**config.mk**
```make
export PLATFORM = sky130hd
export DESIGN_NAME = load_store_unit
export DESIGN_NICKNAME = d
export VERILOG_FILES = /design/src/rtl/load_store_unit.sv
export SDC_FILE = /design/constraint.sdc
export NUM_CORES = 1
export LEC_CHECK = 0
export BUFFER_PORTS_ARGS = -buffer_cell sky130_fd_sc_hd__buf_4
export CAP_MARGIN = 10
export CORE_MARGIN = 2
export CORE_UTILIZATION = 35
export CTS_CLUSTER_SIZE = 20
export DETAILED_ROUTE_END_ITERATION = 10
export GPL_TIMING_DRIVEN = 0
export SLEW_MARGIN = 20
export SYNTH_ARGS = -nofsm -noshare
export SYNTH_HDL_FRONTEND = slang
export SYNTH_SLANG_ARGS = --single-unit
```
**constraint.sdc**
```tcl
create_clock -name clk -period 1.9 [get_ports clk]
set_input_delay 0.19 -clock clk [delete_from_list [all_inputs] [get_ports clk]]
set_output_delay 0.19 -clock clk [all_outputs]
set_load 0.01 [all_outputs]
```
**src/rtl/load_store_unit.sv**
```systemverilog
// load_store_unit: multi-cycle load/store unit between execute and writeback.
// Takes the ALU result as a byte address and checks size/alignment. It then
// drives a word-addressed memory port with byte enables, waits for the
// acknowledge and returns extended load data or a store completion.
module load_store_unit #(
  parameter int WIDTH = 32
) (
  input  logic             clk,
  input  logic             rst_n,
  input  logic             req_valid,
  output logic             req_ready,
  input  logic             req_we,
  input  logic [2:0]       req_funct3,
  input  logic [WIDTH-1:0] req_addr,
  input  logic [WIDTH-1:0] req_wdata,
  output logic             mem_req,
  output logic             mem_we,
  output logic [WIDTH-1:0] mem_addr,
  output logic [3:0]       mem_be,
  output logic [WIDTH-1:0] mem_wdata,
  input  logic [WIDTH-1:0] mem_rdata,
  input  logic             mem_ack,
  output logic             rsp_valid,
  output logic [WIDTH-1:0] rsp_rdata,
  output logic             rsp_err
);

  typedef enum logic [1:0] {
    IDLE = 2'd0,
    REQ  = 2'd1,
    RESP = 2'd2
  } state_t;

  state_t r_state;
  state_t w_next;

  logic             r_we;
  logic [2:0]       r_funct3;
  logic [1:0]       r_off;
  logic [3:0]       r_be;
  logic [WIDTH-1:0] r_addr;
  logic [WIDTH-1:0] r_wdata;
  logic [WIDTH-1:0] r_rdata;
  logic             r_err;

  logic             w_accept;
  logic             w_illegal;
  logic             w_misaligned;
  logic             w_ok;
  logic [3:0]       w_be_req;
  logic [WIDTH-1:0] w_wdata_req;
  logic [7:0]       w_byte;
  logic [15:0]      w_half;
  logic [WIDTH-1:0] w_load_ext;

  assign w_accept = (r_state == IDLE) && req_valid;

  // Decode legality, alignment, lane enables and replicated store data of the incoming request
  always_comb begin
    w_illegal    = (req_funct3[1:0] == 2'b11) || (req_funct3 == 3'b110) ||
                   (req_funct3[2] && req_we);
    w_misaligned = ((req_funct3[1:0] == 2'b01) && req_addr[0]) ||
                   ((req_funct3[1:0] == 2'b10) && (req_addr[1:0] != 2'b00));
    w_ok         = !w_illegal && !w_misaligned;
    w_be_req     = 4'b1111;
    w_wdata_req  = req_wdata;
    case (req_funct3[1:0])
      2'b00: begin
        w_be_req    = 4'b0001 << req_addr[1:0];
        w_wdata_req = {4{req_wdata[7:0]}};
      end
      2'b01: begin
        w_be_req    = 4'b0011 << req_addr[1:0];
        w_wdata_req = {2{req_wdata[15:0]}};
      end
      default: begin
        w_be_req    = 4'b1111;
        w_wdata_req = req_wdata;
      end
    endcase
  end

  // Select the addressed lane of the returned word and sign/zero extend it
  always_comb begin
    w_byte     = '0;
    w_half     = '0;
    w_load_ext = '0;
    case (r_off)
      2'd0:    w_byte = mem_rdata[7:0];
      2'd1:    w_byte = mem_rdata[15:8];
      2'd2:    w_byte = mem_rdata[23:16];
      default: w_byte = mem_rdata[31:24];
    endcase
    w_half = r_off[1] ? mem_rdata[31:16] : mem_rdata[15:0];
    case (r_funct3)
      3'b000:  w_load_ext = {{(WIDTH-8){w_byte[7]}}, w_byte};
      3'b100:  w_load_ext = {{(WIDTH-8){1'b0}}, w_byte};
      3'b001:  w_load_ext = {{(WIDTH-16){w_half[15]}}, w_half};
      3'b101:  w_load_ext = {{(WIDTH-16){1'b0}}, w_half};
      default: w_load_ext = mem_rdata;
    endcase
  end

  // State register
  always_ff @(posedge clk or negedge rst_n) begin
    if (!rst_n) r_state <= IDLE;
    else        r_state <= w_next;
  end

  // Next-state: bad requests skip the memory and go straight to the response
  always_comb begin
    w_next = r_state;
    case (r_state)
      IDLE:    if (req_valid) w_next = w_ok ? REQ : RESP;
      REQ:     if (mem_ack)   w_next = RESP;
      RESP:    w_next = IDLE;
      default: w_next = IDLE;
    endcase
  end

  // Request capture on accept and load data capture on acknowledge
  always_ff @(posedge clk or negedge rst_n) begin
    if (!rst_n) begin
      r_we     <= 1'b0;
      r_funct3 <= '0;
      r_off    <= '0;
      r_be     <= '0;
      r_addr   <= '0;
      r_wdata  <= '0;
      r_rdata  <= '0;
      r_err    <= 1'b0;
    end else if (w_accept) begin
      r_we     <= req_we;
      r_funct3 <= req_funct3;
      r_off    <= req_addr[1:0];
      r_err    <= !w_ok;
      r_rdata  <= '0;
      // Memory-facing registers only move when an access is really made,
      // so mem_addr/mem_wdata keep their last values across error responses.
      // Loads read the whole word, so their enables stay clear.
      if (w_ok) begin
        r_addr  <= {req_addr[WIDTH-1:2], 2'b00};
        r_wdata <= w_wdata_req;
        r_be    <= req_we ? w_be_req : 4'b0000;
      end
    end else if ((r_state == REQ) && mem_ack) begin
      r_rdata <= r_we ? '0 : w_load_ext;
    end
  end

  assign req_ready = (r_state == IDLE);
  assign mem_req   = (r_state == REQ);
  assign mem_we    = mem_req && r_we;
  assign mem_be    = mem_req ? r_be : 4'b0000;
  assign mem_addr  = r_addr;
  assign mem_wdata = r_wdata;
  assign rsp_valid = (r_state == RESP);
  assign rsp_rdata = rsp_valid ? r_rdata : '0;
  assign rsp_err   = rsp_valid && r_err;

endmodule

```
==> impl_metrics.py, run 1 <==
metrics = {
    "run_status": {
        "status": "finished with violations",
        "violations": "negative hold slack",
    },
    "timing": {
        "max_freq_mhz": 549,
        "final-max-slew-violation-count": 0,
        "slew_headroom_pct": 34.3,
        "period_minus_slack_ps": 1820,
        "hold_ws_ps": -20.4,
        "hold_viol": 18,
        "tns_ps": 0,
        "layout_setup_ws_ps": 77.1,
        "tightest_slew_ps": 985,
        "skew_ps": 6.23,
        "fin_crit_sh_pct": 95.9,
        "setup_viol": 0,
        "rsz0062_at_grt": "false",
    },
    "routing": {
        "num_vias": 4409,
        "totalWireLength_mm": 15.7,
        "vias_per_cell": 5.04,
        "dr.first_iter.drc_count": 182,
        "firstDrtPassIters": 4,
        "post_drt_wl_per_cell_um": 18.0,
        "post-route-drc-count": 0,
        "antenna_left": 0,
    },
    "synth": {
        "synth-compound-area-share_pct": 13.7,
        "synth-edff-count": 0,
        "synthXorXnorAreaFrac_pct": 0,
        "ys_seq_area_share_pct": 50.8,
        "synthSimpleGateAreaFrac_pct": 13.1,
        "synth_cell_types": 39,
        "synth_area_um2": 5270,
        "ys_seq_elements": 107,
        "synth_top_area_share_pct": 50.8,
        "synthMuxAreaShare_pct": 17.7,
        "synth_top_family_by_area": "multiplexers",
        "synth_largest_area_cell": "dfrtp_1",
        "ys.flop_type": "dfrtp_1",
        "synth_area_leaders": "dfrtp_1 51%, mux2_2 8.1%, and2_1 5.2%, mux2i_1 4.9%, o21ai_0 4.5%",
        "syn_avg_cell_area_um2": 11.4,
        "yosysWarnings": 0,
        "yosys.area_share.adder_pct": 0,
        "async_reset_ff_share_pct": 100,
        "syn_inst": 464,
    },
    "clock_tree": {
        "htree_levels": 3,
        "hold_buffers": 0,
        "clock_sinks": 107,
        "cts_buffer_depth": 2,
        "cts_tree": "yes",
        "cts_root_buffer": "clkbuf_16",
        "path_clk_slew_ps": 70,
        "clock_latency_ps": 350,
        "cts_buffers": 9,
    },
    "floorplanning": {
        "initial_core_util_pct": 36.0,
        "core_area_um2": 14600,
        "die_y_um": 127,
        "io-pin-count": 209,
        "rows": 44,
        "fp.dieW_um": 127,
        "die-area_um2": 16100,
    },
    "cells_and_area": {
        "area_growth_syn_to_layout_pct": 41.2,
        "drive_above_1_share_pct": 46.3,
        "final_common_cell": "buf_4",
        "nets": 790,
        "multiInputGateArea_um2": 2370,
        "final-seq-area_um2": 2680,
        "most-common-layout-cells": "213 x buf_4, 107 x dfrtp_1, 47 x o21ai_0",
        "finalCoreUtilization_pct": 50.9,
        "fillers": 1404,
        "n_antenna_cell": 0,
    },
    "hold_path": {
        "hold_class": "input port to asynchronous set/reset pin",
    },
    "setup_path": {
        "critPathArrivalTime_ps": 2060,
        "worstPathRequired_ps": 2130,
        "critPathSlowestCell": "dfrtp_1",
        "crit_type": "flop to flop",
        "critical_path.top_delay_family": "multiplexers",
        "cp-start-kind": "flop",
        "cp_cell_sequence": "buf_4 > mux2_4 > mux2i_4 > nor4_4 > buf_4 > buf_6 > a221o_2",
        "cpMostUsedCell": "buf_4",
        "crit_fanout": 10,
        "setup.worst_path.end_class": "flop",
        "cpPeakStageDelay_ps": 360,
        "cp_num_buf_inv": 3,
    },
    "placement": {
        "place_hpwl_mm": 12.1,
        "gp_congestion": 0.834,
        "pre_cts_ws_ps": -7.50,
        "portBuffers": 205,
    },
    "power_and_ir_drop": {
        "ir_worst_vdd_v": 0.000688,
        "cellLeakagePower_nw": 3.78,
        "p_per_area_nw_per_um2": 1090,
        "power_w": 0.00813,
    },
    "job": {
        "drv_cap": 0,
    },
    "global_routing": {
        "antenna_found_initial": 0,
        "grt_pass1_wl_mm": 25.1,
        "grt_usage_pct": 20.1,
        "grt_max_degree": 108,
        "grt_overflow_total": 0,
        "grt_pass1_vias": 4610,
    },
}
[synth_stat cells (2+ instances only)]
master and instances:
o21ai_0 47, mux2_4 15, and2_1 44, dfrtp_1 107, nor2b_1 3, buf_2 9
nor3b_1 2, a221oi_1 8, mux2_2 38, a221o_1 10, a2bb2oi_1 6, inv_1 10
nand2_1 46, nor2_1 23, mux2i_1 26, a221o_2 7, nor4_4 2, a21o_1 8
clkbuf_1 15, buf_6 6, a21oi_1 10, buf_4 4, o21ai_1 2
[logic make-up (layout without fill, tap and decap cells)]
kind of cell           Yosys count  after routing
AOI/OAI and AO/OA              103            103
muxes                           80             80
buffers and inverters           45            271
DFF                            107            107
and+or+nand+nor                128            128
other                            1              2
[sequential cells by signal (all words and copies together) (netlist names)]
signal,count
mem_addr,30
mem_wdata,32
r_be,4
r_err,1
r_funct3,3
r_off,2
r_rdata,32
r_state,2
r_we,1
[through the flow]
stage	std cells	hold WS [ps]	cell area, um2
2_1_floorplan	465	-106	5280
3_3_place_gp	854	423	7050
3_5_place_dp	854	397	7050
4_1_cts	871	13.6	7410
5_1_grt	875	40.3	7450
6_report	875	-20.4	7450
[worst reg2reg max path, cell delays in order, from the launching register on]
cell and delay [ps]:
dfrtp_1 360, buf_4 170, mux2_4 350, mux2i_4 180, nor4_4 50, buf_4 170
buf_6 140, a221o_2 290
[path summary, 6_finish.rpt]
check,startpoint,end,slack [ps],cells after the start
hold reg to reg,r_rdata[15]$_DFFE_PN0P_,r_rdata[15]$_DFFE_PN0P_,470,1
min in group clk,req_addr[30],mem_addr[30]$_DFFE_PN0P_,70,2
max in group asynchronous,rst_n,mem_addr[10]$_DFFE_PN0P_,1270,1
setup reg to reg,r_off[1]$_DFFE_PN0P_,r_rdata[31]$_DFFE_PN0P_,80,7
setup / recovery,r_off[1]$_DFFE_PN0P_,r_rdata[31]$_DFFE_PN0P_,80,7
hold / removal,rst_n,r_rdata[28]$_DFFE_PN0P_,-20,1
[layout make-up]
cell class / count / area share, %
Clock buffer: 13 / 3.63
Multi-Input combinational cell: 313 / 31.8
Tap cell: 184 / 3.09
Clock inverter: 3 / 0.924
Inverter: 11 / 0.554
Sequential cell: 107 / 35.9
Buffer: 34 / 2.84
Timing Repair Buffer: 210 / 21.2
[where the power goes]
| group | internal [W] | switching (W) |
|---|---|---|
| combinational | 0.00149 | 0.00127 |
| sequential | 0.00288 | 0.000386 |
| clock | 0.00127 | 0.000831 |
[repair_timing]
action | in CTS | in global routing
gates resized for setup | 6 | 8
pin swaps | 1 | 1
buffers inserted | 1 | 4
endpoints found under the setup margin | 38 | 33
[per-layer routing]
metal | vias up | GRT usage, % | routed length, um
li1 | 2061 | - | -
met1 | 2125 | 25.0 | 6410
met2 | 200 | 31.6 | 7270
met3 | 23 | 7.42 | 1640
met4 | 0 | 8.73 | 416
met5 | - | 0 | 0
(Power assumes the default switching activity.)
==> run 2: changes to the inputs <==
--- a/config.mk
+++ b/config.mk
@@ -12,6 +12,7 @@
 export CTS_CLUSTER_SIZE = 20
 export DETAILED_ROUTE_END_ITERATION = 10
 export GPL_TIMING_DRIVEN = 0
+export SETUP_SLACK_MARGIN = 0.2
 export SLEW_MARGIN = 20
 export SYNTH_ARGS = -nofsm -noshare
 export SYNTH_HDL_FRONTEND = slang
==> impl_metrics.py, run 2 (synthesis results as in run 1) <==
metrics = {
    "setup_path": {
        "worstPathRequired_ps": 2130,
        "critPathArrivalTime_ps": 2000,
        "critical_path.top_delay_family": "multiplexers",
        "reg2reg_from": "r_off[1]$_DFFE_PN0P_",
        "cp_cell_sequence": "buf_6 > mux2_4 > mux2i_4 > nor4_4 > buf_4 > buf_6 > a221o_2",
        "setup.worst_path.end_class": "flop",
        "cpMostUsedCell": "buf_6",
        "cp-start-kind": "flop",
        "cp_num_buf_inv": 3,
        "worst-r2r-setup-slack_ps": 130,
        "cpPeakStageDelay_ps": 370,
        "ff2ff_path_depth": 7,
        "critPathSlowestCell": "dfrtp_1",
        "crit_fanout": 6,
        "crit_type": "flop to flop",
        "cp.depth": 7,
        "reg2reg_to": "r_rdata[31]$_DFFE_PN0P_",
    },
    "timing": {
        "period_minus_slack_ps": 1770,
        "hold_ws_ps": -42.5,
        "rsz0062_at_grt": "true",
        "hold_viol": 19,
        "skew_ps": 6.05,
        "max_freq_mhz": 566,
        "tightest_slew_ps": 994,
        "final-max-slew-violation-count": 0,
        "slew_headroom_pct": 33.7,
        "fin_crit_sh_pct": 93.1,
        "tns_ps": 0,
        "setup_viol": 0,
    },
    "global_routing": {
        "grt_max_degree": 108,
        "grt_usage_pct": 20.4,
        "grt_pass1_vias": 4713,
        "antenna_found_initial": 0,
        "grt_pass1_wl_mm": 25.5,
        "grt_overflow_total": 0,
    },
    "power_and_ir_drop": {
        "power.internal_w": 0.00577,
        "ir_worst_vdd_v": 0.000685,
        "comb_power_share_pct": 35.6,
        "cellLeakagePower_nw": 3.97,
        "power.share.switching_pct": 30.8,
        "p_switching_w": 0.00257,
        "p_per_area_nw_per_um2": 1060,
        "clkPwrFrac_pct": 25.2,
        "pwr-share-seq_pct": 39.2,
    },
    "cells_and_area": {
        "fillers": 1361,
        "finalCoreUtilization_pct": 53.7,
        "drive_above_1_share_pct": 51.7,
        "fin_area_um2": 7860,
        "final_common_cell": "buf_4",
        "stdcell_count": 888,
        "area_growth_syn_to_layout_pct": 49.1,
        "nets": 803,
        "n_antenna_cell": 0,
        "most-common-layout-cells": "199 x buf_4, 106 x dfrtp_1, 47 x o21ai_0",
    },
    "floorplanning": {
        "fp.dieW_um": 127,
        "die-area_um2": 16100,
        "io-pin-count": 209,
        "initial_core_util_pct": 36.0,
        "die_y_um": 127,
        "rows": 44,
        "core_area_um2": 14600,
    },
    "clock_tree": {
        "cts_tree": "yes",
        "clock_latency_ps": 350,
        "cts_buffer_depth": 2,
        "cts_buffers": 9,
        "path_clk_slew_ps": 70,
        "cts_root_buffer": "clkbuf_16",
        "clock_sinks": 107,
        "htree_levels": 3,
    },
    "routing": {
        "post_drt_wl_per_cell_um": 18.3,
        "num_vias": 4518,
        "firstDrtPassIters": 4,
        "antenna_left": 0,
        "totalWireLength_mm": 16.2,
        "dr.first_iter.drc_count": 198,
        "post-route-drc-count": 0,
        "vias_per_cell": 5.09,
    },
    "placement": {
        "gp_congestion": 0.834,
        "dpl-instance-area_um2": 7050,
        "dp_cells": 854,
        "portBuffers": 205,
        "place_hpwl_mm": 12.1,
    },
    "run_status": {
        "violations": "negative hold slack",
        "status": "finished with violations",
    },
    "job": {
        "drv_cap": 0,
    },
    "hold_path": {
        "hold_class": "input port to asynchronous set/reset pin",
    },
}
-- run 2: worst max-delay path by stage --
stage	from	endpoint	slack, ps
finish	r_off[1]$_DFFE_PN0P_	r_rdata[31]$_DFFE_PN0P_	130
global placement	r_state[0]$_DFFE_PN0P_	mem_addr[24]$_DFFE_PN0P_	30
CTS	r_state[0]$_DFFE_PN0P_	rsp_rdata[12]	100
floorplan	r_state[0]$_DFFE_PN0P_	mem_addr[18]$_DFFE_PN0P_	260
global route	r_off[1]$_DFFE_PN0P_	r_rdata[30]$_DFFE_PN0P_	90
detailed placement	r_state[0]$_DFFE_PN0P_	mem_addr[26]$_DFFE_PN0P_	-8
-- run 2: what timing repair did --
item,CTS,global route
setup endpoints to repair,120,71
gates resized for setup,62,20
hold buffers,0,0
cloned,2,4
buffers inserted,7,5
pin swaps,20,3
-- run 2: layout make-up --
| class | count | area, um2 | share of cell area (%) |
|---|---|---|---|
| clock buffers | 13 | 270 | 3.44 |
| well taps | 184 | 230 | 2.93 |
| inverters | 11 | 41.3 | 0.525 |
| repair buffers | 223 | 1830 | 23.3 |
| clock inverters | 3 | 68.8 | 0.875 |
| flip-flops and latches | 107 | 2680 | 34.1 |
| plain buffers | 34 | 259 | 3.29 |
| multi-input cells | 313 | 2480 | 31.5 |
-- run 2: power groups by stage --
stage	clock network, W	registers [W]	logic [W]
floorplan	0	0.00344	0.00119
global placement	0	0.00326	0.00274
detailed placement	0	0.00329	0.00278
CTS	0.00216	0.00327	0.00293
global route	0.00225	0.00335	0.00322
finish	0.00210	0.00327	0.00297
-- run 2: routing by layer --
| layer | vias to the layer above | track usage [%] | share of wire, % |
|---|---|---|---|
| met4 | 0 | 8.73 | 2.4 |
| met1 | 2208 | 24.9 | 40 |
| met5 | - | 0 | 0 |
| met3 | 22 | 7.42 | 10 |
| li1 | 2092 | - | - |
| met2 | 196 | 32.6 | 47 |
-- run 2: metrics by stage --
| step | total power (W) | hold slack, ps | setup WS (ps) |
|---|---|---|---|
| CTS | 0.00837 | 13.6 | 103 |
| global placement | 0.00600 | 423 | 34.5 |
| finish | 0.00834 | -42.5 | 132 |
| global route | 0.00882 | 40.3 | 87.4 |
| detailed placement | 0.00607 | 397 | -7.50 |
| floorplan | 0.00463 | -106 | 261 |
==> run 3: changes to the inputs <==
--- a/config.mk
+++ b/config.mk
@@ -6,12 +6,12 @@
 export NUM_CORES = 1
 export LEC_CHECK = 0
 export BUFFER_PORTS_ARGS = -buffer_cell sky130_fd_sc_hd__buf_4
-export CAP_MARGIN = 10
 export CORE_MARGIN = 2
 export CORE_UTILIZATION = 35
 export CTS_CLUSTER_SIZE = 20
 export DETAILED_ROUTE_END_ITERATION = 10
 export GPL_TIMING_DRIVEN = 0
+export PLACE_DENSITY = 0.58
 export SETUP_SLACK_MARGIN = 0.2
 export SLEW_MARGIN = 20
 export SYNTH_ARGS = -nofsm -noshare
==> impl_metrics.py, run 3 (synthesis results as in run 1) <==
metrics = {
    "power_and_ir_drop": {
        "cellLeakagePower_nw": 3.89,
        "power.internal_w": 0.00557,
        "ir_worst_vdd_v": 0.000560,
        "clkPwrFrac_pct": 23.7,
        "power.share.switching_pct": 31.4,
        "p_switching_w": 0.00255,
        "pwr-share-seq_pct": 40.3,
        "p_per_area_nw_per_um2": 1060,
        "comb_power_share_pct": 36.0,
    },
    "clock_tree": {
        "clock_sinks": 107,
        "cts_buffers": 9,
        "path_clk_slew_ps": 70,
        "clock_latency_ps": 350,
        "cts_buffer_depth": 2,
        "cts_tree": "yes",
        "cts_root_buffer": "clkbuf_16",
        "htree_levels": 3,
    },
    "floorplanning": {
        "die-area_um2": 16100,
        "initial_core_util_pct": 36.0,
        "die_y_um": 127,
        "core_area_um2": 14600,
        "rows": 44,
        "fp.dieW_um": 127,
        "io-pin-count": 209,
    },
    "setup_path": {
        "worstPathRequired_ps": 1710,
        "cp-start-kind": "flop",
        "crit_type": "flop to primary output",
        "critPathSlowestCell": "dfrtp_2",
        "cp_cell_sequence": "and2b_4 > buf_6 > and2_1 > buf_4",
        "cpPeakStageDelay_ps": 420,
        "critical_path.top_delay_family": "simple AND/OR/NAND/NOR gates",
        "setup.worst_path.end_class": "primary output",
        "crit_fanout": 10,
        "cp_num_buf_inv": 2,
        "critPathArrivalTime_ps": 1530,
    },
    "timing": {
        "period_minus_slack_ps": 1720,
        "max_freq_mhz": 582,
        "rsz0062_at_grt": "true",
        "skew_ps": 11.6,
        "slew_headroom_pct": 54.4,
        "fin_crit_sh_pct": 90.5,
        "setup_viol": 0,
        "layout_setup_ws_ps": 181,
        "tightest_slew_ps": 684,
        "final-max-slew-violation-count": 0,
        "hold_viol": 0,
    },
    "global_routing": {
        "grt_busiest_layer": "met2",
        "grt_overflow_total": 0,
        "grt_usage_pct": 20.2,
        "grt_use_met1_pct": 25.0,
        "grt_use_met2_pct": 32.6,
        "grt_pass1_wl_mm": 25.3,
        "grt_max_degree": 108,
        "grtUsageMet3_pct": 7.42,
        "antenna_found_initial": 0,
        "grt_pass1_vias": 4709,
    },
    "cells_and_area": {
        "final-seq-area_um2": 2680,
        "drive_above_1_share_pct": 49.4,
        "fillers": 1401,
        "finalCoreUtilization_pct": 52.3,
        "multiInputGateArea_um2": 2430,
        "n_antenna_cell": 0,
        "area_growth_syn_to_layout_pct": 45.2,
        "nets": 806,
        "final_common_cell": "buf_4",
        "most-common-layout-cells": "223 x buf_4, 105 x dfrtp_1, 47 x o21ai_0",
    },
    "routing": {
        "post-route-drc-count": 0,
        "vias_per_cell": 5.06,
        "num_vias": 4504,
        "totalWireLength_mm": 16.2,
        "post_drt_wl_per_cell_um": 18.2,
        "antenna_left": 0,
        "firstDrtPassIters": 4,
        "dr.first_iter.drc_count": 261,
    },
    "placement": {
        "place_hpwl_mm": 12.0,
        "gp_congestion": 0.859,
        "pre_cts_ws_ps": -2.75,
        "portBuffers": 205,
    },
    "run_status": {
        "status": "finished clean",
    },
    "hold_path": {
        "hold_class": "input port to flop",
    },
    "job": {
        "drv_cap": 0,
    },
}
[run 3: changes by cell type in the layout (fill, tap and decap cells not counted), sizes merged]
cell           previous run  this run
dlygate4sd3               0         1
clkdlybuf4s15             0         1
buf                     238       247
bufinv                    2         1
clkbuf                   32        24
[run 3: layout make-up]
type	count	share of cell area, %
clock inverters	2	0.457
plain buffers	34	3.19
multi-input cells	313	31.8
clock buffers	13	3.40
repair buffers	226	22.6
inverters	11	0.539
well taps	184	3.01
flip-flops and latches	107	35.0
[run 3: routing by layer]
metal / vias to the layer above / share of wire, %
li1: 2102 / -
met5: - / 0
met4: 0 / 2.1
met2: 190 / 47
met1: 2190 / 41
met3: 22 / 10
[run 3: worst paths after layout]
| path | slack, ps | startpoint | cells past startpoint | endpoint |
|---|---|---|---|---|
| worst max-delay path | 180 | r_state[0]$_DFFE_PN0P_ | 4 | rsp_rdata[21] |
| worst min-delay path | 70 | req_addr[25] | 2 | mem_addr[25]$_DFFE_PN0P_ |
| worst max register to register | 210 | r_state[0]$_DFFE_PN0P_ | 6 | mem_addr[27]$_DFFE_PN0P_ |
| worst min register to register | 470 | r_rdata[15]$_DFFE_PN0P_ | 1 | r_rdata[15]$_DFFE_PN0P_ |
| max in group asynchronous | 900 | rst_n | 3 | r_state[1]$_DFFE_PN0P_ |
| min in group asynchronous | 330 | rst_n | 2 | r_rdata[6]$_DFFE_PN0P_ |
[run 3: worst reg2reg max path: cells and delay by family (launching register included)]
| kind | cells | cell delay, ps |
|---|---|---|
| compound gates | 1 | 140 |
| buf+inv | 3 | 490 |
| flops | 1 | 420 |
| mux | 1 | 300 |
| simple gates | 1 | 230 |
[run 3: repair_timing]
item | 4_1_cts | 5_1_grt
pin swaps | 1 | 4
setup endpoints to repair | 118 | 57
setup buffers | 6 | 11
hold buffers | 0 | 1
resized for setup | 13 | 38
endpoints found under the hold margin | 0 | 40
cloned | 0 | 2
[run 3: power groups by stage]
stage	clock (W)	combinational (W)	sequential, W
after floorplan	0	0.00119	0.00344
after CTS	0.00196	0.00283	0.00327
after global placement	0	0.00273	0.00326
after detailed placement	0	0.00276	0.00328
final	0.00193	0.00292	0.00327
after global routing	0.00207	0.00317	0.00335
[run 3: metrics by stage]
| step | area (um2) | hold WS [ps] | setup TNS (ps) | instances | power, W |
|---|---|---|---|---|---|
| final | 7660 | 65.2 | 0 | 890 | 0.00812 |
| after global routing | 7660 | 55.4 | 0 | 890 | 0.00859 |
| after CTS | 7430 | 25.9 | 0 | 875 | 0.00806 |
| after detailed placement | 7050 | 400 | -2.85 | 854 | 0.00604 |
| after global placement | 7050 | 422 | 0 | 854 | 0.00599 |
| after floorplan | 5280 | -106 | 0 | 465 | 0.00463 |
